<file path="src/rtl/fetch_unit_pkg.sv">
// rtl/fetch_unit_pkg.sv - shared fetch-stage types: FSM states, queue entry, NOP and reset PC
package fetch_unit_pkg;

    typedef enum logic [1:0] {
        ST_IDLE  = 2'd0,
        ST_RUN   = 2'd1,
        ST_DRAIN = 2'd2
    } fetch_state_e;

    typedef struct packed {
        logic [31:0] pc;
        logic [31:0] inst;
    } fetch_entry_t;

    localparam logic [31:0] NOP_INST         = 32'h0000_0013;
    localparam logic [31:0] DEFAULT_RESET_PC = 32'h0000_2000;

endpackage

</file>
<file path="src/rtl/fetch_unit_if.sv">
// rtl/fetch_unit_if.sv - fetch stage bus: imem request/response, redirect, decode handshake
interface fetch_unit_if;
    logic        imem_req_valid;
    logic        imem_req_ready;
    logic [31:0] imem_req_addr;
    logic        imem_resp_valid;
    logic [31:0] imem_resp_data;
    logic        redirect_valid;
    logic [31:0] redirect_pc;
    logic        dec_valid;
    logic        dec_ready;
    logic [31:0] dec_inst;
    logic [31:0] dec_pc;

    modport master (
        output imem_req_valid, imem_req_addr, dec_valid, dec_inst, dec_pc,
        input  imem_req_ready, imem_resp_valid, imem_resp_data,
               redirect_valid, redirect_pc, dec_ready
    );

    modport slave (
        input  imem_req_valid, imem_req_addr, dec_valid, dec_inst, dec_pc,
        output imem_req_ready, imem_resp_valid, imem_resp_data,
               redirect_valid, redirect_pc, dec_ready
    );
endinterface

</file>
<file path="src/rtl/fetch_queue.sv">
// rtl/fetch_queue.sv - synchronous {pc, inst} FIFO with flush and simultaneous push/pop
module fetch_queue
    import fetch_unit_pkg::*;
#(
    parameter int DEPTH = 2
) (
    input  logic                     clk,
    input  logic                     rst,
    input  logic                     flush_i,
    input  logic                     push_i,
    input  fetch_entry_t             push_data_i,
    input  logic                     pop_i,
    output fetch_entry_t             head_o,
    output logic                     full_o,
    output logic                     empty_o,
    output logic [$clog2(DEPTH):0]   count_o
);
    localparam int AW = $clog2(DEPTH);
    localparam int CW = AW + 1;

    fetch_entry_t    mem_q [DEPTH];
    logic [AW-1:0]   rd_ptr_q, rd_ptr_d, wr_ptr_q, wr_ptr_d;
    logic [CW-1:0]   count_q, count_d;
    logic            do_push, do_pop;

    always_comb begin
        do_pop   = pop_i && (count_q != '0);
        // A full queue still accepts a push when the head leaves in the same cycle
        do_push  = push_i && ((count_q != CW'(DEPTH)) || do_pop);
        rd_ptr_d = rd_ptr_q;
        wr_ptr_d = wr_ptr_q;
        count_d  = count_q;
        if (flush_i) begin
            rd_ptr_d = '0;
            wr_ptr_d = '0;
            count_d  = '0;
        end else begin
            if (do_push) wr_ptr_d = wr_ptr_q + AW'(1);
            if (do_pop)  rd_ptr_d = rd_ptr_q + AW'(1);
            count_d = count_q + CW'(do_push) - CW'(do_pop);
        end
    end

    always_ff @(posedge clk or posedge rst) begin
        if (rst) begin
            rd_ptr_q <= '0;
            wr_ptr_q <= '0;
            count_q  <= '0;
        end else begin
            rd_ptr_q <= rd_ptr_d;
            wr_ptr_q <= wr_ptr_d;
            count_q  <= count_d;
        end
    end

    always_ff @(posedge clk) begin
        if (do_push && !flush_i) mem_q[wr_ptr_q] <= push_data_i;
    end

    assign head_o  = mem_q[rd_ptr_q];
    assign full_o  = (count_q == CW'(DEPTH));
    assign empty_o = (count_q == '0);
    assign count_o = count_q;
endmodule

</file>
<file path="src/rtl/fetch_unit.sv">
// rtl/fetch_unit.sv - instruction fetch stage with redirect drain; FETCH_BYPASS_EN adds response-to-decode bypass
module fetch_unit
    import fetch_unit_pkg::*;
#(
    parameter logic [31:0] RESET_PC = DEFAULT_RESET_PC,
    parameter int          QDEPTH   = 2
) (
    input  logic        clk,
    input  logic        rst,
    fetch_unit_if.master bus
);
    localparam int CW = $clog2(QDEPTH) + 1;

    fetch_state_e  state_q, state_d;
    logic [31:0]   fetch_pc_q, fetch_pc_d, resp_pc_q, resp_pc_d;
    logic [31:0]   hold_inst_q, hold_inst_d, hold_pc_q, hold_pc_d;
    logic [CW-1:0] inflight_q, inflight_d, drop_q, drop_d, q_count;
    logic [31:0]   redirect_pc_aligned;
    logic          req_valid, accept, resp_tracked, resp_live, push, pop;
    logic          dec_valid, q_full, q_empty;
    logic [31:0]   dec_inst, dec_pc;
    fetch_entry_t  q_head, q_push_data;
`ifdef FETCH_BYPASS_EN
    logic          bypass;
`endif

    fetch_queue #(.DEPTH(QDEPTH)) u_queue (
        .clk         (clk),
        .rst         (rst),
        .flush_i     (bus.redirect_valid),
        .push_i      (push),
        .push_data_i (q_push_data),
        .pop_i       (pop),
        .head_o      (q_head),
        .full_o      (q_full),
        .empty_o     (q_empty),
        .count_o     (q_count)
    );

    always_comb begin
        redirect_pc_aligned = bus.redirect_pc & ~32'd3;
        // Responses with nothing outstanding (e.g. left over from before reset) are ignored
        resp_tracked = bus.imem_resp_valid && (inflight_q != '0);
        resp_live    = resp_tracked && (drop_q == '0) && !bus.redirect_valid;
        pop          = bus.dec_ready && !q_empty;
        req_valid    = (state_q == ST_RUN) &&
                       ((32'(inflight_q) + 32'(q_count) - 32'(pop)) < 32'(QDEPTH));
        accept       = req_valid && bus.imem_req_ready;
        q_push_data  = '{pc: resp_pc_q, inst: bus.imem_resp_data};
`ifdef FETCH_BYPASS_EN
        bypass    = resp_live && q_empty;
        dec_valid = !q_empty || bypass;
        dec_inst  = !q_empty ? q_head.inst : (bypass ? bus.imem_resp_data : hold_inst_q);
        dec_pc    = !q_empty ? q_head.pc   : (bypass ? resp_pc_q : hold_pc_q);
        push      = resp_live && !(bypass && bus.dec_ready);
`else
        dec_valid = !q_empty;
        dec_inst  = q_empty ? hold_inst_q : q_head.inst;
        dec_pc    = q_empty ? hold_pc_q   : q_head.pc;
        push      = resp_live;
`endif
        hold_inst_d = dec_valid ? dec_inst : hold_inst_q;
        hold_pc_d   = dec_valid ? dec_pc   : hold_pc_q;

        // Live responses are always contiguous, so the PC side-queue collapses to a counter
        fetch_pc_d = bus.redirect_valid ? redirect_pc_aligned :
                     (accept ? fetch_pc_q + 32'd4 : fetch_pc_q);
        resp_pc_d  = bus.redirect_valid ? redirect_pc_aligned :
                     (resp_live ? resp_pc_q + 32'd4 : resp_pc_q);
        inflight_d = inflight_q + CW'(accept) - CW'(resp_tracked);

        drop_d = drop_q;
        if (bus.redirect_valid)                  drop_d = inflight_d;
        else if (resp_tracked && drop_q != '0)   drop_d = drop_q - CW'(1);

        state_d = state_q;
        case (state_q)
            ST_IDLE:         state_d = ST_RUN;
            ST_RUN, ST_DRAIN: state_d = (drop_d != '0) ? ST_DRAIN : ST_RUN;
            default:         state_d = ST_IDLE;
        endcase
    end

    always_ff @(posedge clk or posedge rst) begin
        if (rst) begin
            state_q     <= ST_IDLE;
            fetch_pc_q  <= RESET_PC;
            resp_pc_q   <= RESET_PC;
            inflight_q  <= '0;
            drop_q      <= '0;
            hold_inst_q <= NOP_INST;
            hold_pc_q   <= '0;
        end else begin
            state_q     <= state_d;
            fetch_pc_q  <= fetch_pc_d;
            resp_pc_q   <= resp_pc_d;
            inflight_q  <= inflight_d;
            drop_q      <= drop_d;
            hold_inst_q <= hold_inst_d;
            hold_pc_q   <= hold_pc_d;
        end
    end

    always @(posedge clk) begin
        if (!rst) assert (!(push && q_full && !pop));
    end

    assign bus.imem_req_valid = req_valid;
    assign bus.imem_req_addr  = fetch_pc_q;
    assign bus.dec_valid      = dec_valid;
    assign bus.dec_inst       = dec_inst;
    assign bus.dec_pc         = dec_pc;
endmodule
</file>
<file path="src/flat_wrapper.sv">
// flat-port wrapper written by rule: the top's interface ports become plain ports
module fetch_unit_flat import fetch_unit_pkg::*;
#(
    parameter logic [31:0] RESET_PC = DEFAULT_RESET_PC,
    parameter int          QDEPTH   = 2
)
  (clk, rst, bus_imem_req_valid, bus_imem_req_addr, bus_dec_valid, bus_dec_inst, bus_dec_pc, bus_imem_req_ready, bus_imem_resp_valid, bus_imem_resp_data, bus_redirect_valid, bus_redirect_pc, bus_dec_ready);
  fetch_unit_if bus_i ();
  input  logic clk;
  input  logic rst;
  output wire logic [$bits(bus_i.imem_req_valid)-1:0] bus_imem_req_valid;
  output wire logic [$bits(bus_i.imem_req_addr)-1:0] bus_imem_req_addr;
  output wire logic [$bits(bus_i.dec_valid)-1:0] bus_dec_valid;
  output wire logic [$bits(bus_i.dec_inst)-1:0] bus_dec_inst;
  output wire logic [$bits(bus_i.dec_pc)-1:0] bus_dec_pc;
  input wire logic [$bits(bus_i.imem_req_ready)-1:0] bus_imem_req_ready;
  input wire logic [$bits(bus_i.imem_resp_valid)-1:0] bus_imem_resp_valid;
  input wire logic [$bits(bus_i.imem_resp_data)-1:0] bus_imem_resp_data;
  input wire logic [$bits(bus_i.redirect_valid)-1:0] bus_redirect_valid;
  input wire logic [$bits(bus_i.redirect_pc)-1:0] bus_redirect_pc;
  input wire logic [$bits(bus_i.dec_ready)-1:0] bus_dec_ready;
  assign bus_imem_req_valid = bus_i.imem_req_valid;
  assign bus_imem_req_addr = bus_i.imem_req_addr;
  assign bus_dec_valid = bus_i.dec_valid;
  assign bus_dec_inst = bus_i.dec_inst;
  assign bus_dec_pc = bus_i.dec_pc;
  assign bus_i.imem_req_ready = bus_imem_req_ready;
  assign bus_i.imem_resp_valid = bus_imem_resp_valid;
  assign bus_i.imem_resp_data = bus_imem_resp_data;
  assign bus_i.redirect_valid = bus_redirect_valid;
  assign bus_i.redirect_pc = bus_redirect_pc;
  assign bus_i.dec_ready = bus_dec_ready;
  fetch_unit #(.RESET_PC(RESET_PC), .QDEPTH(QDEPTH)) u_core (.clk(clk), .rst(rst), .bus(bus_i));
endmodule
</file>
<file path="config.mk">
export PLATFORM = sky130hd
export DESIGN_NAME = fetch_unit_flat
export DESIGN_NICKNAME = d
export VERILOG_FILES = /design/src/rtl/fetch_unit_pkg.sv /design/src/rtl/fetch_unit_if.sv /design/src/rtl/fetch_queue.sv /design/src/rtl/fetch_unit.sv /design/src/flat_wrapper.sv
export SDC_FILE = /design/constraint.sdc
export NUM_CORES = 1
export LEC_CHECK = 0
export CORE_MARGIN = 5
export CORE_UTILIZATION = 54
export DETAILED_ROUTE_END_ITERATION = 10
export PLACE_DENSITY_LB_ADDON = 0.3
export SLEW_MARGIN = 0
export SYNTH_ARGS = -nofsm -noshare
export SYNTH_HDL_FRONTEND = slang
export SYNTH_SLANG_ARGS = --single-unit
</file>
<file path="constraint.sdc">
create_clock -name clk -period 8.85 [get_ports clk]
set_input_delay 1.3275 -clock clk [delete_from_list [all_inputs] [get_ports clk]]
set_output_delay 1.3275 -clock clk [all_outputs]
set_load 0.01 [all_outputs]
</file>
# Word level (Yosys, flattened, before mapping)
# Memories as Yosys holds them, arrays and structs flattened.
# Cells that the tools add are included.
[totals]
ff_bits = 138
ramBits = 128
mem_count = 1
[memory_table]
columns = ["memory", "depth", "width", "rd", "rd_ports_with_merged_regs", "write_ports", "line_no", "source"]
rows = [
  ["u_core.u_queue.mem_q", 2, 64, 1, 0, 1, "fetch_queue.sv:21", "fetch_entry_t mem_q [DEPTH];"],
]
[classes]
n_addsub = 11
magnitude_cmp = 1
n_eq_ne = 3
mux = 17
reduce_logical = 25
[ops]
columns = ["cell", "n"]
rows = [
  ["2-to-1 mux 32 bit", 6],
  ["adder 32 x 3 -> 32 bit (second input constant)", 2],
  ["< comparator 32 x 2 -> 1 bit (second input constant)", 1],
  ["subtractor 32 x 1 -> 32 bit", 1],
  ["nonzero test 2 bit", 8],
  ["logical AND 1 bit", 10],
  ["2-to-1 mux 2 bit", 4],
  ["logical NOT 2 bit", 3],
  ["2-to-1 mux 1 bit", 6],
  ["adder 2 x 1 -> 2 bit", 2],
  ["case mux 2 bit (2 select lines)", 1],
  ["subtractor 2 x 1 -> 2 bit", 2],
  ["adder 2 x 2 -> 3 bit", 1],
  ["adder 1 bit (second input constant)", 2],
  ["equality test 2 x 1 -> 1 bit (second input constant)", 1],
  ["equality test 2 bit (second input constant)", 1],
  ["logical NOT 1 bit", 2],
  ["!= test 2 bit (second input constant)", 1],
  ["OR reduction 2 bit", 1],
  ["subtractor 2 x 1 -> 2 bit (second input constant)", 1],
  ["logical OR 1 bit", 1],
]

# Longest topological paths before layout
# Gate-level depths: netlist of run 1.
[logic_depth]
depth_word = 13
mapped_depth = 16
depth_no_buf = 13

# Hierarchy
# From an unflattened synthesis of run 1, not the netlist that was laid out.
[unflattened]
hier_cells = 932
area_unflattened_um2 = 12426.9
[modules_own_cells]
columns = ["module", "instances", "cells_each", "area_each_um2", "seq_area_each_um2"]
rows = [
  ["fetch_unit", 1, 703, 7521.0, 3259.4],
  ["fetch_queue", 1, 229, 4906.0, 3943.8],
]

# Worst setup path before layout of run 1
# Ideal clock, no wire load.
[synth_timing]
path_type = "in2reg"
from = "input bus_redirect_valid"
to = "memory u_core.u_queue.mem_q[1][0] in the netlist's numbering (enable)"
arrival_ns = 8.445
path_slack_ns = -0.252
cell_stages = 4
path_buffers = 3
path_cell_list = "clkbuf_1 -> clkbuf_1 -> clkbuf_1 -> nor4b_1"
[synth_between]
elab_chain_len = 6
[synth_rtl]
columns = ["item", "line_no", "source"]
rows = [
  ["from (decl)", "flat_wrapper.sv:19", "input wire logic [$bits(bus_i.redirect_valid)-1:0] bus_redirect_valid;"],
  ["logical NOT 1 bit (*)", "fetch_queue.sv:57, fetch_unit.sv:44", ""],
  ["logical AND 1 bit", "fetch_unit.sv:44", "resp_live = resp_tracked && (drop_q == '0) && !bus.redirect_valid;"],
  ["logical AND 1 bit", "fetch_queue.sv:29", "do_push = push_i && ((count_q != CW'(DEPTH)) || do_pop);"],
  ["logical AND 1 bit (*)", "fetch_queue.sv:57", "if (do_push && !flush_i) mem_q[wr_ptr_q] <= push_data_i;"],
  ["2-to-1 mux 1 bit (*)", "fetch_queue.sv:57", ""],
  ["2-to-1 mux 1 bit (implied by the code) (*)", "fetch_queue.sv:57", ""],
  ["to (decl)", "fetch_queue.sv:21", ""],
]
# Every way passes the cells marked *; elsewhere a longest branch is shown, timed or not.

# Worst setup path after layout of run 1
[layout_timing]
from = "register u_core.u_queue.count_q[1] (netlist: u_core.u_queue.count_o[1])"
to = "output bus_dec_inst[13]"
[layout_between]
elab_chain_len = 2
[layout_rtl]
columns = ["item", "line_no", "source"]
rows = [
  ["from (decl)", "fetch_queue.sv:23", "logic [CW-1:0] count_q, count_d;"],
  ["from (signal assigned)", "fetch_queue.sv:52", "count_q <= count_d;"],
  ["logical NOT 2 bit", "fetch_queue.sv:62", "assign empty_o = (count_q == '0);"],
  ["2-to-1 mux 32 bit", "fetch_unit.sv:58", "dec_inst = q_empty ? hold_inst_q : q_head.inst;"],
  ["to (decl)", "flat_wrapper.sv:14", "output wire logic [$bits(bus_i.dec_inst)-1:0] bus_dec_inst;"],
]
# No other way between the ends.

==> run_results.csv, run 1 <==
group,metric,value,unit
run_status,status,"complete, no violations",
synthesis,synth_area,11100,µm²
place,io_buffers,163,
synthesis,ys_warn_count,0,
clock_tree,insertion_delay,0.52,ns
synthesis,ys_ff_latch,258,
global_routing,grt_pass1_vias,7004,
timing,finalCriticalPeriod,4.736,ns
detailed_routing,totalWireLength,22.40,mm
die,die-area,23520,µm²
final_layout,drive_gt1_share,8.724,%
final_layout,stdcell_count,1336,
detailed_routing,drtAntennaViolNets,0,
detailed_routing,vias,7259,
die,rows,52,
place,post_dp_cell_area,12980,µm²
clock_tree,cts_root_buffer,"clkbuf_16",
detailed_routing,highest_layer,"met4",
clock_tree,cts.path.max_buffers,3,
detailed_routing,drc,0,
synthesis,synth_area_leader_cell,"edfxtp_1",
worst_hold_path,hp-class,"reg2reg",
final_layout,fin_area,13810,µm²
die,die_y,153.4,µm
global_routing,grt_overflow,0,
die,die_x,153.4,µm
global_routing,grt_max_degree,100,
synthesis,synth_top_area_share,33.56,%
synthesis,avgSynthCellArea,12.41,µm²
timing,setup_violations,0,
timing,setup_ws,4.114,ns
place,hpwlAfterDp,14.65,mm
timing,hold_violations,0,
synthesis,synthesis.instances,894,
final_layout,fillers,1462,
power,vdd_ir_drop_max,0.2152,mV
timing,tns,0,ns
global_routing,grt_antenna_before_repair,0,
synthesis,synth_seq_area_share,63.83,%
place,post-place-cells,1288,
detailed_routing,wl_per_cell,16.77,µm
synthesis,synth_edf_count,124,
timing,worst_pin_slew,1.012,ns
timing,fmax,0.2111,GHz
die,initial_core_util,54.84,%
setup_path,cp-end-kind,"output port",
synthesis,yosysUniqueCellTypes,49,
die,ios,168,
power,power_density,325.5,nW/µm²
setup_path,start_kind,"register",
detailed_routing,dr_wl_met3,1.111,mm
setup_path,crit_fanout,99,
setup_path,cp_slowest_cell,"buf_4",
power,leakagePower,5.169,nW
clock_tree,cts_tree,"done",
clock_tree,cts.repair.resized,0,
setup_path,cp.required,7.52,ns
setup_path,cpMostUsedCell,"buf_4",
timing,relSlewSlack,30.79,%
place,globalplace.congestion,0.8222,
synthesis,ys_top_cells_by_area,"edfxtp_1 34%, dfrtp_1 29%, mux2i_1 6.0%",
timing,layout_worst_path_cycle_share,53.52,%
detailed_routing,viasPerCell,5.433,
setup_path,cp_top_family,"buffers and inverters",
final_layout,post-route-util,68.24,%
clock_tree,htree_levels,1,
timing,finalClockSkew,0.01657,ns
timing,rsz0062_at_grt,"no",
clock_tree,cts_num_sinks,258,
power,power,4.495,mW
final_layout,antenna_cells,0,
setup_path,cp.arrival,3.41,ns
global_routing,grt_use_total,18.53,%
detailed_routing,detailedRoute.firstIterationViolations,456,
detailed_routing,firstDrtPassIters,5,
setup_path,critical_path.max_stage_delay,0.74,ns
clock_tree,cts_made_buffers,26,
synthesis,synthArstFlopShare,51.94,%
timing,hold_ws,0.4662,ns
synthesis,synthFlopType,"dfrtp_1",
timing,report.final.slew_viol_count,0,
clock_tree,clkTransAtPathRegs,0.06,ns
setup_path,cp_num_buf_inv,3,
global_routing,grt_pass1_wl,36.18,mm
place,place_ws,4.152,ns
detailed_routing,wl_met2,10.24,mm
clock_tree,post_cts_buffers,0,
detailed_routing,wl_met1,10.73,mm
final_layout,area_growth_syn_to_layout,24.43,%
clock_tree,cts_hold_buf,0,
setup_path,crit_chain,"nor2_4 > buf_4 > buf_4 > nand2_1 > o21ai_0 > clkdlybuf4s50_1",
die,core_area,20230,µm²
job,cap_violations,0,
setup_path,worst-setup-path-type,"reg2out",
final_layout,nets,1129,
==> tightest hold or removal path, cell delays in order, from the launching register on <==
cell and delay, ns:
dfrtp_1 0.32, nand2_1 0.05, o21ai_0 0.06
==> power breakdown <==
group	leakage, nW	total [mW]	switching (mW)	internal, mW
sequential	2.71	1.63	0.139	1.50
clock	0.411	1.06	0.444	0.616
combinational	2.05	1.80	0.942	0.859
total	5.17	4.49	1.53	2.97
==> per-layer routing <==
metal	up-vias	track usage (%)
met2	203	29.04
li1	3519	-
met3	23	2.714
met1	3514	27.85
met5	-	0
met4	0	4.121
==> flip-flops by register name, summed over array words and instances, names as in the netlist <==
name / flops
u_core.inflight_q: 2
u_core.bus.imem_req_addr: 30
u_core.drop_q: 2
u_core.u_queue.mem_q: 124
u_core.state_q: 2
u_core.resp_pc_q: 30
u_core.u_queue.wr_ptr_q: 1
u_core.u_queue.count_o: 2
u_core.hold_inst_q: 32
u_core.u_queue.rd_ptr_q: 1
u_core.hold_pc_q: 32
==> worst paths after layout <==
kind / startpoint / endpoint / slack (ns) / cells past startpoint
setup / recovery: u_core.u_queue.count_o[1] / bus_dec_inst[13] / 4.11 / 6
hold / removal: u_core.hold_inst_q[20] / u_core.hold_inst_q[20] / 0.47 / 2
setup reg to reg: u_core.u_queue.count_o[1] / u_core.state_q[1] / 5.05 / 13
hold reg to reg: u_core.hold_inst_q[20] / u_core.hold_inst_q[20] / 0.47 / 2
max in group asynchronous: rst / u_core.u_queue.rd_ptr_q / 6.10 / 3
min in group asynchronous: rst / u_core.hold_inst_q[22] / 1.28 / 2
==> kinds of logic after synthesis <==
family                     Yosys count  synth area share, %
adders and majority gates           13                1.533
muxes                               89                8.287
buffers and inverters               79                2.875
other                                1              0.03379
and+or+nand+nor                    214                9.730
xor gates and xnor gates            55                4.341
AOI/OAI and AO/OA                  185                9.370
DFF                                258                63.83
==> cell usage after synthesis, drive strengths merged (9+ instances only) <==
| cell type | number |
|---|---|
| ha | 12 |
| nand4 | 9 |
| nand2 | 84 |
| clkbuf | 36 |
| mux2i | 66 |
| inv | 28 |
| nor4 | 13 |
| nor2 | 22 |
| mux2 | 23 |
| xnor2 | 37 |
| nor3 | 24 |
| a21boi | 17 |
| nand2b | 13 |
| dfrtp | 129 |
| a21oi | 14 |
| edfxtp | 124 |
| buf | 15 |
| xor2 | 18 |
| nand3 | 14 |
| o21ai | 129 |
==> placed cells by master (no fill, tap or decap), types with 5 or more instances in the layout <==
cell / n
nand4_1: 7
edfxtp_1: 124
inv_1: 26
ha_1: 12
clkbuf_16: 27
nand2_1: 84
dfrtp_1: 128
nand3_1: 14
mux2_2: 23
nor3_1: 24
buf_4: 11
o21ai_0: 129
a21boi_0: 17
and2_1: 5
o31a_1: 6
nand2b_1: 13
xor2_1: 18
clkinv_2: 6
clkbuf_1: 7
dfstp_2: 5
nor4_1: 12
nor2_1: 21
clkdlybuf4s50_1: 163
a21oi_1: 14
o21a_1: 7
and4_1: 7
xnor2_1: 37
mux2i_1: 66
==> cell type report <==
cell class                 instances  area (µm²)  area share (%)
multi-input combinational        558        3727           26.99
tap                              270       337.8           2.447
timing repair buffer             174        1714           12.41
clock inverter                    11       88.84          0.6434
sequential                       258        7087           51.32
inverter                          28       110.1          0.7974
clock buffer                      37       743.2           5.382
(Power assumes the default switching activity.)
==> run 2: changes to the inputs <==
- CORE_UTILIZATION: 54 -> 49
- clock period: 8.85 -> 4.2 ns (I/O delays scaled with it)
==> run 2 against run 1 <==
  * Clock power is 130% higher
  * Largest cell class unchanged
  * Register-to-register slack worse by 4.5 ns
  * Die area is 9.5% higher
  * Highest routed layer unchanged
  * Combinational power is 110% higher
  * Final cell count is 1.9% higher
  * Worst setup slack worse by 3.7 ns
  * Non-clock buffer count is 6 higher
  * Critical path depth is 2 higher
  * Worst hold slack better by 0.0016 ns
==> run_results.csv, run 2 (synthesis results as in run 1) <==
group,metric,value,unit
run_status,status,"complete, no violations",
setup_path,worst_r2r_path_depth,13,
setup_path,r2r_setup_slack,0.52,ns
global_routing,grt_max_degree,193,
place,post-place-cells,1309,
timing,report.final.slew_viol_count,0,
clock_tree,htree_levels,1,
setup_path,cp.arrival,3.18,ns
timing,finalCriticalPeriod,3.808,ns
clock_tree,cts.path.max_buffers,3,
clock_tree,cts_num_sinks,258,
timing,relSlewSlack,38.49,%
die,core_area,22500,µm²
final_layout,largest_register,"u_core.u_queue.mem_q",
clock_tree,cts_hold_buf,0,
clock_tree,cts_tree,"done",
die,die_x,160.5,µm
timing,setup_ws,0.3924,ns
die,ios,168,
detailed_routing,totalWireLength,22.89,mm
timing,finalClockSkew,0.01250,ns
setup_path,cp-end-kind,"output port",
final_layout,fillers,1781,
place,io_buffers,163,
place,globalplace.congestion,0.7953,
clock_tree,cts.repair.resized,0,
detailed_routing,wl_met1,10.78,mm
clock_tree,post_cts_buffers,0,
setup_path,crit_fanout,6,
global_routing,grt_use_total,17.42,%
job,cap_violations,0,
worst_hold_path,worstHoldStart,"u_core.hold_inst_q[27]",
global_routing,grt_antenna_before_repair,0,
global_routing,grt_pass1_vias,7241,
final_layout,final_cell_mix,"163 x clkdlybuf4s50_1, 129 x o21ai_0, 128 x dfrtp_1",
final_layout,multi_input_area,3736,µm²
worst_hold_path,holdPathStages,2,
power,leakagePower,5.253,nW
setup_path,r2r-start,"u_core.u_queue.count_o[0]",
detailed_routing,drtAntennaViolNets,0,
global_routing,grt_overflow,0,
clock_tree,cts_root_buffer,"clkbuf_16",
place,post_dp_cell_area,13110,µm²
place,place_ws,0.4094,ns
setup_path,start_kind,"register",
final_layout,largest_reg_flops,124,
timing,layout_worst_path_cycle_share,90.66,%
clock_tree,clkTransAtPathRegs,0.05,ns
final_layout,nets,1137,
detailed_routing,wl_met2,10.40,mm
timing,rsz0062_at_grt,"no",
power,vdd_ir_drop_max,0.5849,mV
setup_path,worst-setup-path-type,"reg2out",
final_layout,fin_area,14020,µm²
timing,hold_violations,0,
final_layout,mostFrequentLayoutCell,"clkdlybuf4s50_1",
timing,fmax,0.2626,GHz
detailed_routing,firstDrtPassIters,5,
die,initial_core_util,49.31,%
final_layout,stdcell_count,1361,
timing,tns,0,ns
timing,hold_ws,0.4678,ns
final_layout,regArea,7087,µm²
final_layout,area_growth_syn_to_layout,26.34,%
worst_hold_path,hp-class,"reg2reg",
detailed_routing,viasPerCell,5.331,
final_layout,drive_gt1_share,9.294,%
setup_path,cp.required,3.57,ns
detailed_routing,drc,0,
final_layout,reg_top3,"u_core.u_queue.mem_q x124, u_core.hold_inst_q x32, u_core.hold_pc_q x32",
detailed_routing,wl_per_cell,16.82,µm
final_layout,post-route-util,62.30,%
worst_hold_path,holdPathEnd,"u_core.hold_inst_q[27]",
power,power_density,689.0,nW/µm²
power,power,9.660,mW
detailed_routing,detailedRoute.firstIterationViolations,436,
die,rows,55,
timing,setup_violations,0,
final_layout,antenna_cells,0,
detailed_routing,highest_layer,"met4",
detailed_routing,dr_wl_met3,1.375,mm
setup_path,worstReg2RegEnd,"u_core.state_q[1]",
detailed_routing,vias,7256,
place,hpwlAfterDp,15.03,mm
die,die-area,25760,µm²
die,die_y,160.5,µm
clock_tree,cts_made_buffers,28,
timing,worst_pin_slew,0.9207,ns
clock_tree,insertion_delay,0.53,ns
global_routing,grt_pass1_wl,36.96,mm
==> run 2: cell type report <==
type | instances | share of cell area (%)
tap | 285 | 2.544
clock buffer | 39 | 5.658
clock inverter | 13 | 0.8300
sequential | 258 | 50.55
timing repair buffer | 180 | 12.99
multi-input combinational | 558 | 26.65
inverter | 28 | 0.7764
==> run 2: routing by layer <==
| metal | vias to the layer above | track usage (%) |
|---|---|---|
| met4 | 0 | 3.833 |
| li1 | 3532 | - |
| met3 | 29 | 3.131 |
| met5 | - | 0 |
| met1 | 3482 | 25.45 |
| met2 | 213 | 27.53 |
==> run 2: worst max-delay path, cell delays in order (launching register included) <==
cell	delay (ns)
dfrtp_1	0.46
ha_1	0.26
fa_1	0.50
inv_1	0.05
ha_1	0.19
ha_1	0.27
nand4b_1	0.14
a21oi_1	0.21
clkdlybuf4s50_1	0.58
==> run 2: worst max-delay path by stage <==
stage | start | end | slack, ns | depth (start not counted)
2_1_floorplan | bus_redirect_valid | u_core.u_queue.mem_q[0][0] | -1.08 | 4
3_3_place_gp | bus_dec_ready | u_core.state_q[1] | 0.46 | 13
3_5_place_dp | bus_dec_ready | u_core.state_q[1] | 0.41 | 13
4_1_cts | u_core.u_queue.count_o[0] | bus_imem_req_valid | 0.37 | 8
5_1_grt | u_core.u_queue.count_o[0] | u_core.state_q[1] | 0.18 | 13
6_report | u_core.u_queue.count_o[0] | bus_imem_req_valid | 0.39 | 8
==> run 2: power breakdown <==
| part | switching (mW) | internal (mW) | total, mW |
|---|---|---|---|
| sequential | 0.297 | 3.15 | 3.45 |
| clock | 0.952 | 1.44 | 2.39 |
| combinational | 1.97 | 1.85 | 3.82 |
| total | 3.22 | 6.44 | 9.66 |
